File: config.mk
export PLATFORM = sky130hd
export DESIGN_NAME = delta_consolidation_arbiter
export DESIGN_NICKNAME = d
export VERILOG_FILES = /design/src/rtl/delta_consolidation_arbiter.sv
export SDC_FILE = /design/constraint.sdc
export NUM_CORES = 1
export LEC_CHECK = 0
export ABC_AREA = 1
export BUFFER_PORTS_ARGS = -buffer_cell sky130_fd_sc_hd__buf_2
export CORE_MARGIN = 2
export CORE_UTILIZATION = 39
export CTS_CLUSTER_SIZE = 8
export DETAILED_ROUTE_END_ITERATION = 16
export PLACE_DENSITY = 0.57
export SYNTH_ARGS = -nofsm -noshare
export SYNTH_HDL_FRONTEND = slang
export SYNTH_SLANG_ARGS = --single-unit
export TNS_END_PERCENT = 50
File: constraint.sdc
create_clock -name clk -period 6.03 [get_ports clk]
set_input_delay 1.206 -clock clk [delete_from_list [all_inputs] [get_ports clk]]
set_output_delay 1.206 -clock clk [all_outputs]
set_load 0.1 [all_outputs]
File: src/rtl/delta_consolidation_arbiter.sv
// Round-robin burst arbiter sharing one episode-memory write port inside delta windows.
// Optional aging priority boost is built when CONSOL_AGING_EN is defined.
module delta_consolidation_arbiter #(
  parameter int unsigned N_REQ      = 4,
  parameter int unsigned LEN_W      = 4,
  parameter int unsigned MAX_BURST  = 8,
  parameter int unsigned WIN_CYCLES = 64,
  parameter int unsigned AGE_LIMIT  = 3
) (
  input  logic                   clk,
  input  logic                   rst,
  input  logic                   delta_tick,
  input  logic [N_REQ-1:0]       req,
  input  logic [N_REQ*LEN_W-1:0] req_len,
  input  logic                   mem_ready,
  output logic [N_REQ-1:0]       gnt,
  output logic [LEN_W-1:0]       beat_cnt,
  output logic                   window_open,
  output logic                   busy,
  output logic                   overrun
);

  localparam int unsigned IdxW = (N_REQ > 1) ? $clog2(N_REQ) : 1;
  localparam int unsigned SumW = IdxW + 1;
  localparam int unsigned CntW = $clog2(WIN_CYCLES);
  localparam logic [LEN_W-1:0] MaxB = LEN_W'(MAX_BURST);
  localparam logic [N_REQ-1:0] OneHot0 = N_REQ'(1);

  typedef enum logic [1:0] {StIdle, StArb, StGrant, StGap} state_e;

  state_e            state_q, state_d;
  logic [CntW-1:0]   win_cnt_q, win_cnt_d;
  logic              window_open_q, window_open_d;
  logic              overrun_q, overrun_d;
  logic [N_REQ-1:0]  gnt_q, gnt_d;
  logic [LEN_W-1:0]  beat_cnt_q, beat_cnt_d;
  logic              busy_q, busy_d;
  logic [IdxW-1:0]   rr_ptr_q, rr_ptr_d;
  logic [IdxW-1:0]   idx_q, idx_d;
  logic [LEN_W-1:0]  lim_q, lim_d;

  logic [N_REQ-1:0]  elig;
  logic [LEN_W-1:0]  len_arr [N_REQ];
  logic              found;
  logic [IdxW-1:0]   pick;
  logic              grant_now;
  logic              burst_end;
  logic              closing;

  always_comb begin
    elig = '0;
    for (int i = 0; i < N_REQ; i++) begin
      len_arr[i] = req_len[i*LEN_W +: LEN_W];
      elig[i]    = req[i] && (len_arr[i] != '0);
    end
  end

  // A tick always reloads, so a tick on the final open cycle keeps the window open.
  always_comb begin
    window_open_d = window_open_q;
    win_cnt_d     = win_cnt_q;
    overrun_d     = overrun_q;
    if (delta_tick) begin
      window_open_d = 1'b1;
      win_cnt_d     = CntW'(WIN_CYCLES - 1);
      if (window_open_q) overrun_d = 1'b1;
    end else if (window_open_q) begin
      if (win_cnt_q == '0) window_open_d = 1'b0;
      else                 win_cnt_d = win_cnt_q - 1'b1;
    end
  end

  assign closing = window_open_q && !window_open_d;

`ifdef CONSOL_AGING_EN
  localparam int unsigned AgeW = $clog2(AGE_LIMIT + 1);
  logic [AgeW-1:0]  age_q [N_REQ];
  logic [AgeW-1:0]  age_d [N_REQ];
  logic [N_REQ-1:0] seen_elig_q, seen_elig_d, seen_gnt_q, seen_gnt_d;
  logic [N_REQ-1:0] aged;

  always_comb begin
    aged = '0;
    for (int i = 0; i < N_REQ; i++) aged[i] = elig[i] && (age_q[i] >= AgeW'(AGE_LIMIT));
  end
`endif

  always_comb begin
    logic [SumW-1:0] sum;
    sum   = '0;
    found = 1'b0;
    pick  = '0;
    for (int k = 0; k < N_REQ; k++) begin
      sum = {1'b0, rr_ptr_q} + SumW'(k);
      if (sum >= SumW'(N_REQ)) sum = sum - SumW'(N_REQ);
      if (!found && elig[sum[IdxW-1:0]]) begin
        found = 1'b1;
        pick  = sum[IdxW-1:0];
      end
    end
`ifdef CONSOL_AGING_EN
    // Starved requesters override round-robin order; lowest index among them wins.
    if (|aged) begin
      for (int i = N_REQ - 1; i >= 0; i--) begin
        if (aged[i]) pick = IdxW'(i);
      end
    end
`endif
  end

  always_comb begin
    state_d    = state_q;
    gnt_d      = gnt_q;
    beat_cnt_d = beat_cnt_q;
    busy_d     = busy_q;
    rr_ptr_d   = rr_ptr_q;
    idx_d      = idx_q;
    lim_d      = lim_q;
    grant_now  = 1'b0;
    burst_end  = 1'b0;
    unique case (state_q)
      StIdle: begin
        if (delta_tick) state_d = StArb;
      end
      // GAP arbitrates too, so consecutive grants are separated by one idle cycle.
      StArb, StGap: begin
        gnt_d      = '0;
        busy_d     = 1'b0;
        beat_cnt_d = '0;
        if (!window_open_q) begin
          state_d = StIdle;
        end else if (found && window_open_d) begin
          grant_now = 1'b1;
          state_d   = StGrant;
          gnt_d     = OneHot0 << pick;
          busy_d    = 1'b1;
          idx_d     = pick;
          lim_d     = (len_arr[pick] > MaxB) ? MaxB : len_arr[pick];
        end else begin
          state_d = StArb;
        end
      end
      StGrant: begin
        if (mem_ready && (beat_cnt_q < MaxB)) beat_cnt_d = beat_cnt_q + 1'b1;
        burst_end = (mem_ready && (beat_cnt_d >= lim_q)) || !req[idx_q] || !window_open_d;
        if (burst_end) begin
          state_d  = StGap;
          gnt_d    = '0;
          busy_d   = 1'b0;
          rr_ptr_d = (idx_q == IdxW'(N_REQ - 1)) ? '0 : idx_q + 1'b1;
        end
      end
      default: state_d = StIdle;
    endcase
  end

`ifdef CONSOL_AGING_EN
  always_comb begin
    seen_elig_d = seen_elig_q | (window_open_q ? elig : '0);
    seen_gnt_d  = seen_gnt_q;
    if (grant_now) seen_gnt_d[pick] = 1'b1;
    for (int i = 0; i < N_REQ; i++) begin
      age_d[i] = age_q[i];
      if (closing && seen_elig_d[i] && !seen_gnt_d[i] && (age_q[i] < AgeW'(AGE_LIMIT))) begin
        age_d[i] = age_q[i] + 1'b1;
      end
      if (grant_now && (pick == IdxW'(i))) age_d[i] = '0;
    end
    if (closing) begin
      seen_elig_d = '0;
      seen_gnt_d  = '0;
    end
  end

  always_ff @(posedge clk) begin
    if (rst) begin
      seen_elig_q <= '0;
      seen_gnt_q  <= '0;
      for (int i = 0; i < N_REQ; i++) age_q[i] <= '0;
    end else begin
      seen_elig_q <= seen_elig_d;
      seen_gnt_q  <= seen_gnt_d;
      for (int i = 0; i < N_REQ; i++) age_q[i] <= age_d[i];
    end
  end
`endif

  always_ff @(posedge clk) begin
    if (rst) begin
      state_q       <= StIdle;
      win_cnt_q     <= '0;
      window_open_q <= 1'b0;
      overrun_q     <= 1'b0;
      gnt_q         <= '0;
      beat_cnt_q    <= '0;
      busy_q        <= 1'b0;
      rr_ptr_q      <= '0;
      idx_q         <= '0;
      lim_q         <= '0;
    end else begin
      state_q       <= state_d;
      win_cnt_q     <= win_cnt_d;
      window_open_q <= window_open_d;
      overrun_q     <= overrun_d;
      gnt_q         <= gnt_d;
      beat_cnt_q    <= beat_cnt_d;
      busy_q        <= busy_d;
      rr_ptr_q      <= rr_ptr_d;
      idx_q         <= idx_d;
      lim_q         <= lim_d;
    end
  end

  assign gnt         = gnt_q;
  assign beat_cnt    = beat_cnt_q;
  assign window_open = window_open_q;
  assign busy        = busy_q;
  assign overrun     = overrun_q;

endmodule

Word level (Yosys, flattened, before mapping) --
Cells that the tools add are included.
Cells by class: add/subtract/negate cells 10, $mul 0, div/mod/pow operators 0, $lt $le $gt $ge 13, eq/ne operators 7, shift operators 1, mux-type cells 49, bitwise logic cells 1, reductions and logical operators 32
Operator list (number):
- 4-bit two-way mux | 8
- 2-bit two-way mux | 13
- 6-bit two-way mux | 3
- 4-bit case mux with 2 select lines | 2
- 4-bit nonzero test | 4
- 2-bit by 3-bit < comparator with 1-bit output, second input constant | 5
- 1-bit two-way mux | 15
- 3-bit greater-or-equal comparator, second input constant | 4
- 1-bit binary-select mux with 2-bit select | 5
- 1-bit logical AND | 10
- 2-bit AND reduction | 5
- 4-bit binary-select mux with 2-bit select | 1
- 2-bit by 1-bit subtractor with 2-bit output, second input constant | 4
- 2-bit by 2-bit adder with 3-bit output, second input constant | 2
- 2-bit equality test, second input constant | 3
- 6-bit zero test | 1
- 2-bit inequality test, second input constant | 3
- 2-bit case mux with 3 select lines | 1
- 6-bit by 1-bit subtractor with 6-bit output, second input constant | 1
- 1-bit zero test | 5
- 4-bit by 1-bit adder with 4-bit output, second input constant | 1
- 4-bit greater-or-equal comparator | 1
- 4-bit > comparator, second input constant | 1
- 4-bit < comparator, second input constant | 1
- other kinds (12) | 14
Storage, ports and cells: register bits 27, bits in latches 0, memory bits (writable) 0, bits in read-only memories 0, input port bits 24, output and inout port bits 11, logic and storage cells 123, memories kept 0

Logic depth before layout (Yosys ltp) --
word-level depth 20, depth in mapped cells 17, mapped depth without buffers 17

Worst setup path before layout --
No wires, ideal clock.
path kind input port to flip-flop, start in mem_ready, end reg gnt_q[2], in the netlist gnt[2], library setup time 0.067 ns, data arrival time 3.012 ns, setup slack 2.950 ns, stages on the path 15, buffers on the path 0, cell sequence inv_1 -> nor2_1 -> inv_1 -> nand2_1 -> nand2_1 -> ha_1 -> inv_1 -> a21boi_0 -> o21a_1 -> o21a_1 -> o21ai_0 -> nand3_1 -> a21oi_1 -> nand2_1 -> a21oi_2
Between the ends: cells in the longest elaborated chain, start to end 9
Ends and longest elaborated chain:
- start, declared | line 15 | input logic mem_ready,
- 1-bit logical AND | line 144 | if (mem_ready && (beat_cnt_q < MaxB)) beat_cnt_d = beat_cnt_q + 1'b1;
- 4-bit two-way mux | line 144
- 4-bit two-way mux | line 121 | unique case (state_q)
- 4-bit greater-or-equal comparator | line 145 | burst_end = (mem_ready && (beat_cnt_d >= lim_q)) || !req[idx_q] || !window_open_d;
- 1-bit logical AND * | line 145
- 1-bit logical OR * (2 in series) | line 145
- 2-bit inequality test (no source line) *
- 2-bit AND reduction (no source line) *
- end signal, assigned | line 205 | gnt_q <= gnt_d;
- end, declared | line 35 | logic [N_REQ-1:0] gnt_q, gnt_d;
Every way passes the cells marked *; elsewhere a longest branch is shown, timed or not. The select of a mux whose other input is x is not followed. A chain may end at the register's enable or synchronous reset.

Worst setup path in the final report --
Same ends and word-level chain as after synthesis.

==> flow_summary_export.csv <==
group,metric,value,unit
sta,hold_viol,0,
detailed_routing,wl,4.24,mm
setup_path,required,6240,ps
floorplan,fp.dieH,74.0,microns
finish,final_layout_size_suffix_gt1_share,22.6,%
floorplan,dieWidth,74.0,microns
sta,finalSetupViolCount,0,
detailed_routing,drc,0,
logic_synthesis,yosys_warnings,0,
setup_path,worstSetupPathType,"in2reg",
setup_path,path_cells,"buf_2 > inv_1 > nor2_1 > inv_1 > nand2_1 > nand2_1 > ha_1 > inv_1 > a21boi_0 > o21a_1 > o21a_1 > o21ai_0 > nand3_1 > a21oi_1 > nand2_1 > a21oi_2",
logic_synthesis,syn_area_per_cell,6.89,sq um
logic_synthesis,yosysTopAreaCellShare,28.3,%
global_route,grt_pass1_wl,7.30,mm
floorplan,dieArea,0.00547,sq mm
global_route,first_global_vias,1589,
hold_path,hp-class,"reg2reg",
sta,worst_pin_slew,554,ps
detailed_routing,vias_per_cell,4.82,
logic_synthesis,netlist-cell-type-count,32,
clocking,htreeDepth,1,
sta,rsz0062_at_grt,"no",
place,gp_congestion,0.822,
global_route,grt_max_degree,28,
place,dp.cells,373,
sta,fin_setup_tns,0,ps
detailed_routing,num_vias,1819,
power,power.total,0.000436,W
setup_path,slowest_delay,360,ps
sta,fin_crit,3140,ps
setup_path,critPathCaptureType,"register",
floorplan,pin_count,35,
clocking,cts_tree,"built",
detailed_routing,wire_per_inst,11.3,microns
setup_path,path_buf_inv,4,
finish,utilization,46.1,%
clocking,holdBufCountCts,0,
clocking,clk_path_buf_depth,2,
logic_synthesis,synth_area_leaders,"dfxtp_1 28%, nand2_1 15%, nand3_1 7.1%, a21oi_1 6.0%, inv_1 5.5%",
clocking,cts-resized-gates,0,
setup_path,cp_slowest_cell,"a21oi_1",
setup_path,critPathTopFamily,"compound AO/OA/AOI/OAI gates",
global_route,grt_overflow_total,0,
floorplan,num_rows,25,
logic_synthesis,ys_seq_area_share,28.3,%
detailed_routing,ant_nets,0,
setup_path,crit_arrival,3350,ps
run_status,status,"finished, final reports clean",
sta,slew_violations,0,
detailed_routing,drtPass1Iterations,4,
clocking,postCtsSetupRepairBufs,0,
place,dp_hpwl,3.35,mm
sta,fin_crit_sh,52.0,%
sta,max_freq,0.319,GHz
setup_path,crit_fanout,5,
logic_synthesis,ys_seq_elements,27,
sta,skew,6.30,ps
logic_synthesis,syn_nets,309,
power,power.leakage,0.997,nW
logic_synthesis,netlist_area,0.00191,sq mm
clocking,cts_made_buffers,3,
power,ir_worst_vdd,0.159,mV
finish,fillers,519,
clocking,clk_pin_slew_worst_paths,90,ps
place,port_buffers,34,
detailed_routing,drt_iter0_drc,117,
logic_synthesis,yosys.area.top_type,"dfxtp_1",
setup_path,cp-start-kind,"primary input",
finish,fin_nets,343,
global_route,grt_use_total,16.8,%
clocking,cts_sinks,27,
finish,num_antenna_cells,0,
floorplan,start_util,40.4,%
finish,design_area,0.00218,sq mm
run,max-cap-violations,0,
global_route,antenna_found_initial,0,
finish,stdcell_count,377,
logic_synthesis,synthCells,277,
floorplan,coreArea,0.00472,sq mm
sta,relSlewSlack,63.0,%
place,postPlaceCellArea,0.00213,sq mm
power,powerDensity,200,mW/mm^2
clocking,root_buffer,"clkbuf_8",
clocking,clk_latency,280,ps
finish,area_growth_syn_to_layout,14.1,%
## power by group
group          total, W  internal (W)  switching, W
logic          0.000137     0.0000430     0.0000944
clock network  0.000105     0.0000475     0.0000574
registers      0.000193      0.000186    0.00000717
total          0.000436      0.000277      0.000159
## flip-flops by register name, indices dropped and copies added (netlist names), named ones only
register / cells
lim_q: 4
busy: 1
win_cnt_q: 6
beat_cnt: 4
gnt: 4
idx_q: 2
state_q: 1
overrun: 1
rr_ptr_q: 2
window_open: 1
## worst register-to-register path: stages (launching register included)
cell	delay [ps]
dfxtp_1	400
ha_1	250
nand2_1	60
o21ai_0	100
ha_1	280
a21boi_0	120
o21a_1	170
o21a_1	150
o21ai_0	140
nand3_1	130
a21oi_1	360
nand2_1	120
a21oi_2	150
## area by class of cell
type | instances | area, sq um | share of cell area, %
Tap cell | 67 | 83.8 | 3.85
Sequential cell | 27 | 541 | 24.8
Timing Repair Buffer | 34 | 170 | 7.81
Clock buffer | 4 | 45.0 | 2.07
Inverter | 34 | 135 | 6.20
Multi-Input combinational cell | 211 | 1200 | 55.3
## cell usage in the layout (no fill, tap or decap)
cell | netlist | routed
or3_1 | 1 | 1
a21oi_1 | 23 | 23
clkbuf_8 | 0 | 3
ha_1 | 8 | 8
nand4_1 | 7 | 7
nand2_4 | 5 | 5
nand3_4 | 2 | 2
dfxtp_1 | 27 | 27
inv_2 | 3 | 3
nor2_2 | 2 | 2
nand3_2 | 3 | 3
o21a_1 | 3 | 3
xnor2_4 | 1 | 1
buf_2 | 0 | 34
nand4_4 | 1 | 1
nor2_1 | 19 | 19
xor2_1 | 1 | 1
a21oi_2 | 4 | 4
nand2_1 | 77 | 77
a211oi_1 | 1 | 1
inv_1 | 28 | 28
nor2_8 | 2 | 2
clkbuf_1 | 3 | 1
a31oi_1 | 3 | 3
o21ai_0 | 9 | 9
a21boi_0 | 1 | 1
nor2_4 | 1 | 1
a211oi_2 | 1 | 1
nand2_2 | 5 | 5
inv_4 | 3 | 3
nor3_1 | 4 | 4
nand3_1 | 27 | 27
## metrics by stage
step	setup slack, ps	hold WS (ps)
2_1_floorplan	2950	455
6_report	2890	466
3_5_place_dp	2590	453
3_3_place_gp	2610	447
5_1_grt	2560	500
4_1_cts	2880	471
## synth_stat cells
cell type and n:
nand2_1 77, inv_1 28, dfxtp_1 27, nand3_1 27
a21oi_1 23, nor2_1 19, o21ai_0 9, ha_1 8
nand4_1 7, nand2_2 5, nand2_4 5, a21oi_2 4
nor3_1 4, a31oi_1 3, clkbuf_1 3, inv_2 3
inv_4 3, nand3_2 3, o21a_1 3, nand3_4 2
nor2_2 2, nor2_8 2, a211oi_1 1, a211oi_2 1
a21boi_0 1, buf_4 1, buf_6 1, nand4_4 1
nor2_4 1, or3_1 1, xnor2_4 1, xor2_1 1
## path summary, 6_finish.rpt
| path | start | slack (ps) | depth (start not counted) | endpoint |
|---|---|---|---|---|
| setup / recovery | mem_ready | 2890 | 16 | gnt[2] |
| hold / removal | gnt[0] | 470 | 2 | gnt[0] |
| setup reg to reg | beat_cnt[0] | 3540 | 12 | gnt[2] |
| hold reg to reg | gnt[0] | 470 | 2 | gnt[0] |
## layer usage
metal	wire, microns	GRT usage [%]	vias to the layer above
met1	2190	25.3	810
met4	22	2.42	0
met3	130	2.85	3
met5	0	0	-
li1	-	-	981
met2	1900	25.8	25
## logic make-up (layout without fill, tap and decap cells)
kind of cell	count (synthesis)	in the layout	share of synthesized area [%]
simple gates	156	156	42.1
compound gates	45	45	13.8
buf+inv	39	72	8.65
flops	27	27	28.3
fa+ha+maj	8	8	5.24
xor+xnor	2	2	1.90
(Power assumes the default switching activity.)
